<file path="src/rtl/mem_ctrl_pkg.sv">
// mem_ctrl_pkg: shared definitions for the memory controller.
//   state_e    - controller FSM states
//   LEN_*      - load/store length codes as seen on mem_len_i
//   len_bytes  - byte count of a load/store (code 3 is treated as a word)
package mem_ctrl_pkg;

    typedef enum logic [2:0] {
        ST_IDLE   = 3'd0,
        ST_IF_RD  = 3'd1,
        ST_MEM_RD = 3'd2,
        ST_MEM_WR = 3'd3,
        ST_DONE   = 3'd4
    } state_e;

    localparam logic [1:0] LEN_B = 2'd0;
    localparam logic [1:0] LEN_H = 2'd1;
    localparam logic [1:0] LEN_W = 2'd2;

    function automatic logic [2:0] len_bytes(input logic [1:0] len);
        logic [2:0] n;
        case (len)
            LEN_B:   n = 3'd1;
            LEN_H:   n = 3'd2;
            default: n = 3'd4;
        endcase
        return n;
    endfunction

endpackage

</file>
<file path="src/rtl/mem_byte_lane.sv">
// mem_byte_lane: byte-lane helper shared by reads and writes.
//   word_i  in  32  source word (store data or partial load result)
//   lane_i  in  2   byte lane 0..3 (little-endian)
//   byte_i  in  8   byte to insert into lane_i
//   byte_o  out 8   byte of word_i at lane_i (store path)
//   word_o  out 32  word_i with lane_i replaced by byte_i (load path)
module mem_byte_lane (
    input  logic [31:0] word_i,
    input  logic [1:0]  lane_i,
    input  logic [7:0]  byte_i,
    output logic [7:0]  byte_o,
    output logic [31:0] word_o
);

    always_comb begin
        byte_o = word_i[{lane_i, 3'b000} +: 8];
        word_o = word_i;
        word_o[{lane_i, 3'b000} +: 8] = byte_i;
    end

endmodule

</file>
<file path="src/rtl/mem_ctrl.sv">
// mem_ctrl: arbitrates instruction fetches and load/stores onto a byte-wide RAM.
//   clk, rst                     clock, asynchronous active-low reset
//   if_req_i/if_addr_i/if_flush_i fetch request, address, abort
//   if_data_o/if_done_o           fetched word, completion pulse
//   mem_req_i/mem_we_i/mem_len_i  load/store request, direction, length
//   mem_addr_i/mem_wdata_i        load/store address, store data
//   mem_rdata_o/mem_done_o        load data (zero-extended), completion pulse
//   ram_addr_o/ram_we_o/ram_dout_o byte RAM address, write enable, write byte
//   ram_din_i                     RAM read byte, one cycle after its address
//   busy_o                        high whenever the FSM is not in IDLE
//
// Handshake: a requester raises its req level and holds it, with stable
// operands, until it sees its done pulse; operands are captured in the grant
// cycle, and done is a single-cycle pulse from DONE, after which the FSM
// returns to IDLE and may grant again.
module mem_ctrl
    import mem_ctrl_pkg::*;
(
    input  logic        clk,
    input  logic        rst,
    input  logic        if_req_i,
    input  logic [31:0] if_addr_i,
    input  logic        if_flush_i,
    output logic [31:0] if_data_o,
    output logic        if_done_o,
    input  logic        mem_req_i,
    input  logic        mem_we_i,
    input  logic [1:0]  mem_len_i,
    input  logic [31:0] mem_addr_i,
    input  logic [31:0] mem_wdata_i,
    output logic [31:0] mem_rdata_o,
    output logic        mem_done_o,
    output logic [31:0] ram_addr_o,
    output logic        ram_we_o,
    output logic [7:0]  ram_dout_o,
    input  logic [7:0]  ram_din_i,
    output logic        busy_o
);

    state_e      state_q, state_d;
    logic [31:0] base_q, base_d;
    logic [31:0] wdata_q, wdata_d;
    logic [31:0] acc_q, acc_d;
    logic [31:0] if_data_q, if_data_d;
    logic [31:0] mem_rdata_q, mem_rdata_d;
    logic [2:0]  nbytes_q, nbytes_d;
    logic [2:0]  cnt_q, cnt_d;
    logic        is_if_q, is_if_d;

    logic [31:0] cur_addr;
    logic [1:0]  lane;
    logic [31:0] lane_word;
    logic [7:0]  lane_byte;
    logic [31:0] lane_merged;

    // cnt_q counts busy cycles from 0; the address issued in a cycle is base+cnt.
    assign cur_addr = base_q + {29'd0, cnt_q};

    // Reads land one cycle after their address, so the byte arriving now
    // belongs to lane cnt-1; stores emit lane cnt directly.
    assign lane      = (state_q == ST_MEM_WR) ? cnt_q[1:0] : (cnt_q[1:0] - 2'd1);
    assign lane_word = (state_q == ST_MEM_WR) ? wdata_q : acc_q;

    mem_byte_lane u_lane (
        .word_i (lane_word),
        .lane_i (lane),
        .byte_i (ram_din_i),
        .byte_o (lane_byte),
        .word_o (lane_merged)
    );

    always_comb begin
        state_d     = state_q;
        base_d      = base_q;
        wdata_d     = wdata_q;
        acc_d       = acc_q;
        if_data_d   = if_data_q;
        mem_rdata_d = mem_rdata_q;
        nbytes_d    = nbytes_q;
        cnt_d       = cnt_q;
        is_if_d     = is_if_q;
        ram_addr_o  = '0;
        ram_we_o    = 1'b0;
        ram_dout_o  = '0;

        unique case (state_q)
            ST_IDLE: begin
                cnt_d = '0;
                acc_d = '0;
                if (mem_req_i) begin
                    base_d   = mem_addr_i;
                    wdata_d  = mem_wdata_i;
                    nbytes_d = len_bytes(mem_len_i);
                    is_if_d  = 1'b0;
                    state_d  = mem_we_i ? ST_MEM_WR : ST_MEM_RD;
                end else if (if_req_i && !if_flush_i) begin
                    base_d   = if_addr_i;
                    nbytes_d = 3'd4;
                    is_if_d  = 1'b1;
                    state_d  = ST_IF_RD;
                end
            end

            ST_IF_RD, ST_MEM_RD: begin
                if (cnt_q < nbytes_q) begin
                    ram_addr_o = cur_addr;
                end
                if (state_q == ST_IF_RD && if_flush_i) begin
                    state_d = ST_IDLE;
                end else begin
                    if (cnt_q != 3'd0) begin
                        acc_d = lane_merged;
                    end
                    // The extra cycle at cnt==N only collects the last byte.
                    if (cnt_q == nbytes_q) begin
                        state_d = ST_DONE;
                        if (is_if_q) begin
                            if_data_d = lane_merged;
                        end else begin
                            mem_rdata_d = lane_merged;
                        end
                    end else begin
                        cnt_d = cnt_q + 3'd1;
                    end
                end
            end

            ST_MEM_WR: begin
                ram_we_o   = 1'b1;
                ram_addr_o = cur_addr;
                ram_dout_o = lane_byte;
                if (cnt_q == nbytes_q - 3'd1) begin
                    state_d = ST_DONE;
                end else begin
                    cnt_d = cnt_q + 3'd1;
                end
            end

            ST_DONE: begin
                state_d = ST_IDLE;
            end

            default: begin
                state_d = ST_IDLE;
            end
        endcase
    end

    always_ff @(posedge clk or negedge rst) begin
        if (!rst) begin
            state_q     <= ST_IDLE;
            base_q      <= '0;
            wdata_q     <= '0;
            acc_q       <= '0;
            if_data_q   <= '0;
            mem_rdata_q <= '0;
            nbytes_q    <= '0;
            cnt_q       <= '0;
            is_if_q     <= 1'b0;
        end else begin
            state_q     <= state_d;
            base_q      <= base_d;
            wdata_q     <= wdata_d;
            acc_q       <= acc_d;
            if_data_q   <= if_data_d;
            mem_rdata_q <= mem_rdata_d;
            nbytes_q    <= nbytes_d;
            cnt_q       <= cnt_d;
            is_if_q     <= is_if_d;
        end
    end

    assign if_data_o   = if_data_q;
    assign mem_rdata_o = mem_rdata_q;
    assign if_done_o   = (state_q == ST_DONE) && is_if_q;
    assign mem_done_o  = (state_q == ST_DONE) && !is_if_q;
    assign busy_o      = (state_q != ST_IDLE);

endmodule

</file>
<file path="config.mk">
export PLATFORM = sky130hd
export DESIGN_NAME = mem_ctrl
export DESIGN_NICKNAME = d
export VERILOG_FILES = /design/src/rtl/mem_ctrl_pkg.sv /design/src/rtl/mem_byte_lane.sv /design/src/rtl/mem_ctrl.sv
export SDC_FILE = /design/constraint.sdc
export NUM_CORES = 1
export LEC_CHECK = 0
export CORE_AREA = 8 8 157 159
export CTS_BUF_LIST = sky130_fd_sc_hd__clkbuf_4 sky130_fd_sc_hd__clkbuf_8 sky130_fd_sc_hd__clkbuf_16
export CTS_CLUSTER_SIZE = 24
export DETAILED_ROUTE_END_ITERATION = 8
export DIE_AREA = 0 0 165 167
export PLACE_DENSITY_LB_ADDON = 0.12
export REMOVE_ABC_BUFFERS = 1
export SKIP_LAST_GASP = 1
export SYNTH_ARGS = -nofsm -noshare
export SYNTH_HDL_FRONTEND = slang
export SYNTH_SLANG_ARGS = --single-unit
</file>
<file path="constraint.sdc">
create_clock -name clk -period 4.01 [get_ports clk]
set_clock_uncertainty 0.05 [all_clocks]
set_input_delay 0.802 -clock clk [delete_from_list [all_inputs] [get_ports clk]]
set_output_delay 0.802 -clock clk [all_outputs]
set_load 0.01 [all_outputs]
</file>
# == Word level (Yosys, flattened, before mapping) ==
# Index checks and enable logic that the tools add are counted.
# word_totals
ff_bits,170
output_inout_bits,108
word_cells,83
inputBits,112
# op_classes
n_bitwise,2
eq_ne,14
add_sub_neg,5
order_cmp,1
reduce_logical,21
n_mux,28
n_shift,3
# ops
operator,n
$mux 32,6
$pmux 32 s2,2
$add 32x3->32,1
$bwmux 32,1
$shift 8x7->32 const A,1
$shiftx 32x6->8,1
$shiftx 8x7->32,1
$mux 3,10
$pmux 3 s3,2
$reduce_and 4->1,3
$reduce_bool 3->1,3
$mux 8,1
$ne 2x2->1 const B,4
$neg 5->7,1
$eq 3x2->1 const B,2
$eq 3x3->1,2
$ne 3x3->1 const B,2
$pmux 3 s2,1
$reduce_and 3->1,2
$logic_and 1x1->1,4
$mux 1,4
$reduce_and 2->1,2
$reduce_bool 2->1,2
$add 3x1->3 const B,1
other kinds (13),15

# == Longest topological paths before layout ==
# depth
depth_word,8
ltp_mapped,12
ltp_nobuf,10

# == Cells and area by module ==
# From an unflattened synthesis, not the netlist that was laid out.
# hier_totals
cells_unflattened,948
area_unflattened_um2,9382.7
# by_module_without_submodules
module,seq_area_each_um2,area_per_inst_um2,instances,cells_per_inst
mem_ctrl,4254.1,8553.2,1,835
mem_byte_lane,0.0,829.5,1,113

# == Worst setup path before layout ==
# Ideal clock, no wire load.
# synth_path
path_type,reg-to-output
startpoint,register cnt_q[1]
endpoint,output port ram_addr_o[20]
setup_slack_ps,775
path_buffers,1
path_stages_with_launch,9
t_required_ps,3158
t_arrival_ps,2383
cell_sequence,dfrtp_1 buf_2 inv_1 fa_1 nand2b_1 a2111oi_4 nand4_1 xor2_1 nor2_1
# synth_via
elab_chain_cells,3
elab_cells_between_ends,4
classes_between,add/sub (1); order compare (1); mux (2)
# synth_rtl
element,line,text
start: declaration,mem_ctrl.sv:47,"logic [2:0] cnt_q, cnt_d;"
start signal: assignment,mem_ctrl.sv:168,cnt_q <= cnt_d;
$add 32x3->32 or $lt 3x3->1 (tied branches),"mem_ctrl.sv:57, mem_ctrl.sv:105",
$mux 32,mem_ctrl.sv:105,if (cnt_q < nbytes_q) begin
$pmux 32 s2 *,mem_ctrl.sv:86,unique case (state_q)
end: declaration,mem_ctrl.sv:33,"output logic [31:0] ram_addr_o,"
# Every way passes the cells marked *; elsewhere a longest branch is shown, timed or not.

# == Final worst setup path ==
# layout_path
startpoint,register base_q[0]
endpoint,output port ram_addr_o[26]
# layout_via
elab_chain_cells,3
# layout_rtl
element,line,text
start: declaration,mem_ctrl.sv:41,"logic [31:0] base_q, base_d;"
start signal: assignment,mem_ctrl.sv:162,base_q <= base_d;
$add 32x3->32 *,mem_ctrl.sv:57,"assign cur_addr = base_q + {29'd0, cnt_q};"
$mux 32,mem_ctrl.sv:105,
$pmux 32 s2 *,mem_ctrl.sv:86,
# Marks and branches as above.

==> impl_metrics.ini <==
[status]
status = completed

[timing]
setup_viol = 0
min_period_over_period_pct = 98.2
worst_slew_pin_slew_ns = 0.875
rsz0062_at_grt = true
slew_headroom_pct = 41.4
clock.fmax_mhz = 254
min_period_ns = 3.94
finalHoldViolations = 0
maxSlewViolCount = 0

[layout]
final_common_cell = nand2_1
n_fill_cell = 2104
drive_above_1_share_pct = 7.84
mostFrequentLayoutCells = 268 x nand2_1, 214 x clkdlybuf4s50_1, 170 x dfrtp_1
antenna_cells = 0
nNetsFinal = 1288
fin_cells = 1459
area_delta_synth_final_pct = 35.5
post-route-cell-area_um2 = 11700

[logic_synthesis]
yosys_warnings = 0
syn_area_per_cell_um2 = 8.94
synth.largest_area_cell = dfrtp_1
synth_cell_types = 57
async_reset_ff_share_pct = 100
ys.flop_type = dfrtp_1
synth.area.top_cells = dfrtp_1 49%, nand2_1 12%, o21ai_1 4.8%
synth_top_area_share_pct = 49.1
synth_edf_count = 0
ys_ff_latch = 170
syn_area_um2 = 8660
synth-seq-area-share_pct = 49.1
synthCells = 969

[setup_path]
endpoint_kind = output port
cp_data_required_time_ns = 3.16
worstPathCellList = ha_1 > inv_1 > fa_1 > nand2b_2 > a2111oi_4 > buf_6 > nand4_1 > xor2_1 > nor2_2 > clkdlybuf4s50_1
crit_end = ram_addr_o[26]
r2r-start = cnt_q[0]$_DFFE_PN0P_
cp_top_family = buffers and inverters
regToRegEndpoint = mem_rdata_o[22]$_DFFE_PN0P_
crit_start = base_q[0]$_DFFE_PN0P_
max_stage_delay_ns = 0.54
cp_max_fo = 9
path_buf_inv = 3
critPathKind = reg2out
crit_cells = 10
r2r_slack_ns = 0.79
start_kind = register
critPathSlowestCell = clkdlybuf4s50_1
worstPathArrival_ns = 3.09
ff2ff_path_depth = 12

[placement]
dpl.cell_count = 1427
dpl-instance-area_um2 = 11100
gp_congestion = 0.784
port_buffers = 219
dpl.hpwl_mm = 18.3

[run]
max-cap-violations = 0

[floorplanning]
core_um2 = 22200
fp.dieArea_um2 = 27600
core.rowCount = 55
die_w_um = 165
dieHeight_um = 167
start_util_pct = 39.0
ios = 220

[clocking]
cts.sinks = 170
cts-root-buf = clkbuf_16
cts_hold_buffers = 0
cts_tree = built
htreeDepth = 4
postCtsSetupBuffers = 0
clk-insertion-delay-late_ns = 0.43
cts.clk_slew.worst_paths_ns = 0.07
cts_buffers = 17
clockBufferDepth = 2

[routing]
drc = 0
via_per_inst = 5.04
routed_wl_mm = 25.8
num_vias = 7351
drtPass1Iterations = 5
wl_per_cell_um = 17.7
dr.first_iter.drc_count = 501
antenna_left = 0

[global_routing]
grt_pass1_wl_mm = 41.8
grt_pass1_vias = 7417
grt_util_all_layers_pct = 19.2
grtUsageMet3_pct = 5.30
overflow = 0
grt_max_degree = 81
grt_use_met2_pct = 30.1
met1_usage_pct = 25.6
busiest_layer = met2
antenna_found_initial = 0

[power_and_ir_drop]
power_density_nw_per_um2 = 766
ir_drop_mv = 0.408
p_leak_nw = 5.02

[min_path]
hp-class = in2async
==> per-layer routing <==
layer | routed length, um | part of all wire (%)
met5 | 0 | 0
met2 | 12300 | 48
met4 | 309 | 1.2
met3 | 1670 | 6.5
met1 | 11500 | 45
==> cell families after synthesis <==
| logic type | share of synthesized area [%] |
|---|---|
| compound gates | 14.4 |
| xor+xnor | 3.42 |
| fa+ha+maj | 2.25 |
| buf+inv | 4.05 |
| flops | 49.1 |
| mux | 5.75 |
| simple gates | 21.0 |
==> sequential cells by signal, indices dropped and copies added (netlist names) <==
signal and cells:
acc_q 32, base_q 32, if_data_o 32, mem_rdata_o 32, wdata_q 32, cnt_q 3
nbytes_q 3, state_q 3, is_if_q 1
==> final cells by class <==
cell class                 count  area, um^2  area share (%)
sequential                   170        4250            36.3
multi-input combinational    716        4080            34.8
timing repair buffer         237        2360            20.1
clock buffer                  18         439            3.74
tap                          285         357            3.04
clock inverter                14         170            1.45
inverter                      19        73.8           0.629
==> through the flow <==
step           hold WS, ns  power [mW]  worst slack [ns]  TNS, ns  util, %
2_1_floorplan        0.395        5.23             0.531        0        -
3_3_place_gp         0.415        7.31             0.496        0     50.0
3_5_place_dp         0.424        7.37             0.423        0     50.0
4_1_cts              0.402        9.11           0.00260        0     52.7
5_1_grt              0.428        9.70            -0.124   -0.558     52.8
6_report             0.374        8.99            0.0707        0     52.8
==> worst min-delay path by stage <==
stage | to | startpoint | depth (start not counted)
6_report | base_q[10]$_DFFE_PN0P_ | rst | 1
3_5_place_dp | wdata_q[23]$_DFFE_PN0P_ | wdata_q[23]$_DFFE_PN0P_ | 2
2_1_floorplan | wdata_q[23]$_DFFE_PN0P_ | wdata_q[23]$_DFFE_PN0P_ | 2
5_1_grt | base_q[10]$_DFFE_PN0P_ | rst | 1
4_1_cts | base_q[10]$_DFFE_PN0P_ | rst | 1
3_3_place_gp | if_data_o[15]$_DFFE_PN0P_ | if_data_o[15]$_DFFE_PN0P_ | 2
==> where the power goes <==
| part | total (mW) | switching (mW) | internal (mW) |
|---|---|---|---|
| clock network | 1.69 | 0.780 | 0.913 |
| registers | 2.89 | 0.538 | 2.36 |
| logic | 4.40 | 2.57 | 1.83 |
==> synthesized netlist by cell type, types with 3 or more instances <==
master,count
buf_4,3
a31oi_1,24
clkbuf_1,33
nand3_1,39
a21oi_1,41
dfrtp_1,170
mux4_2,7
a211oi_1,3
nor3_1,3
nor2b_1,5
a21oi_2,9
ha_1,14
inv_1,17
buf_1,8
and4_1,3
nor2_1,36
and2_1,10
buf_2,19
xnor2_1,10
o21ai_0,53
and3_1,5
nand4_1,10
nand2b_1,4
or3_1,3
o21ai_1,83
mux2i_1,34
nand2_1,268
xor2_1,22
==> repair_timing <==
action | CTS | global route
pin swaps | 0 | 0
setup endpoints to repair | 7 | 9
endpoints found under the hold margin | 0 | 0
gates resized for setup | 3 | 2
(Power assumes the default switching activity.)
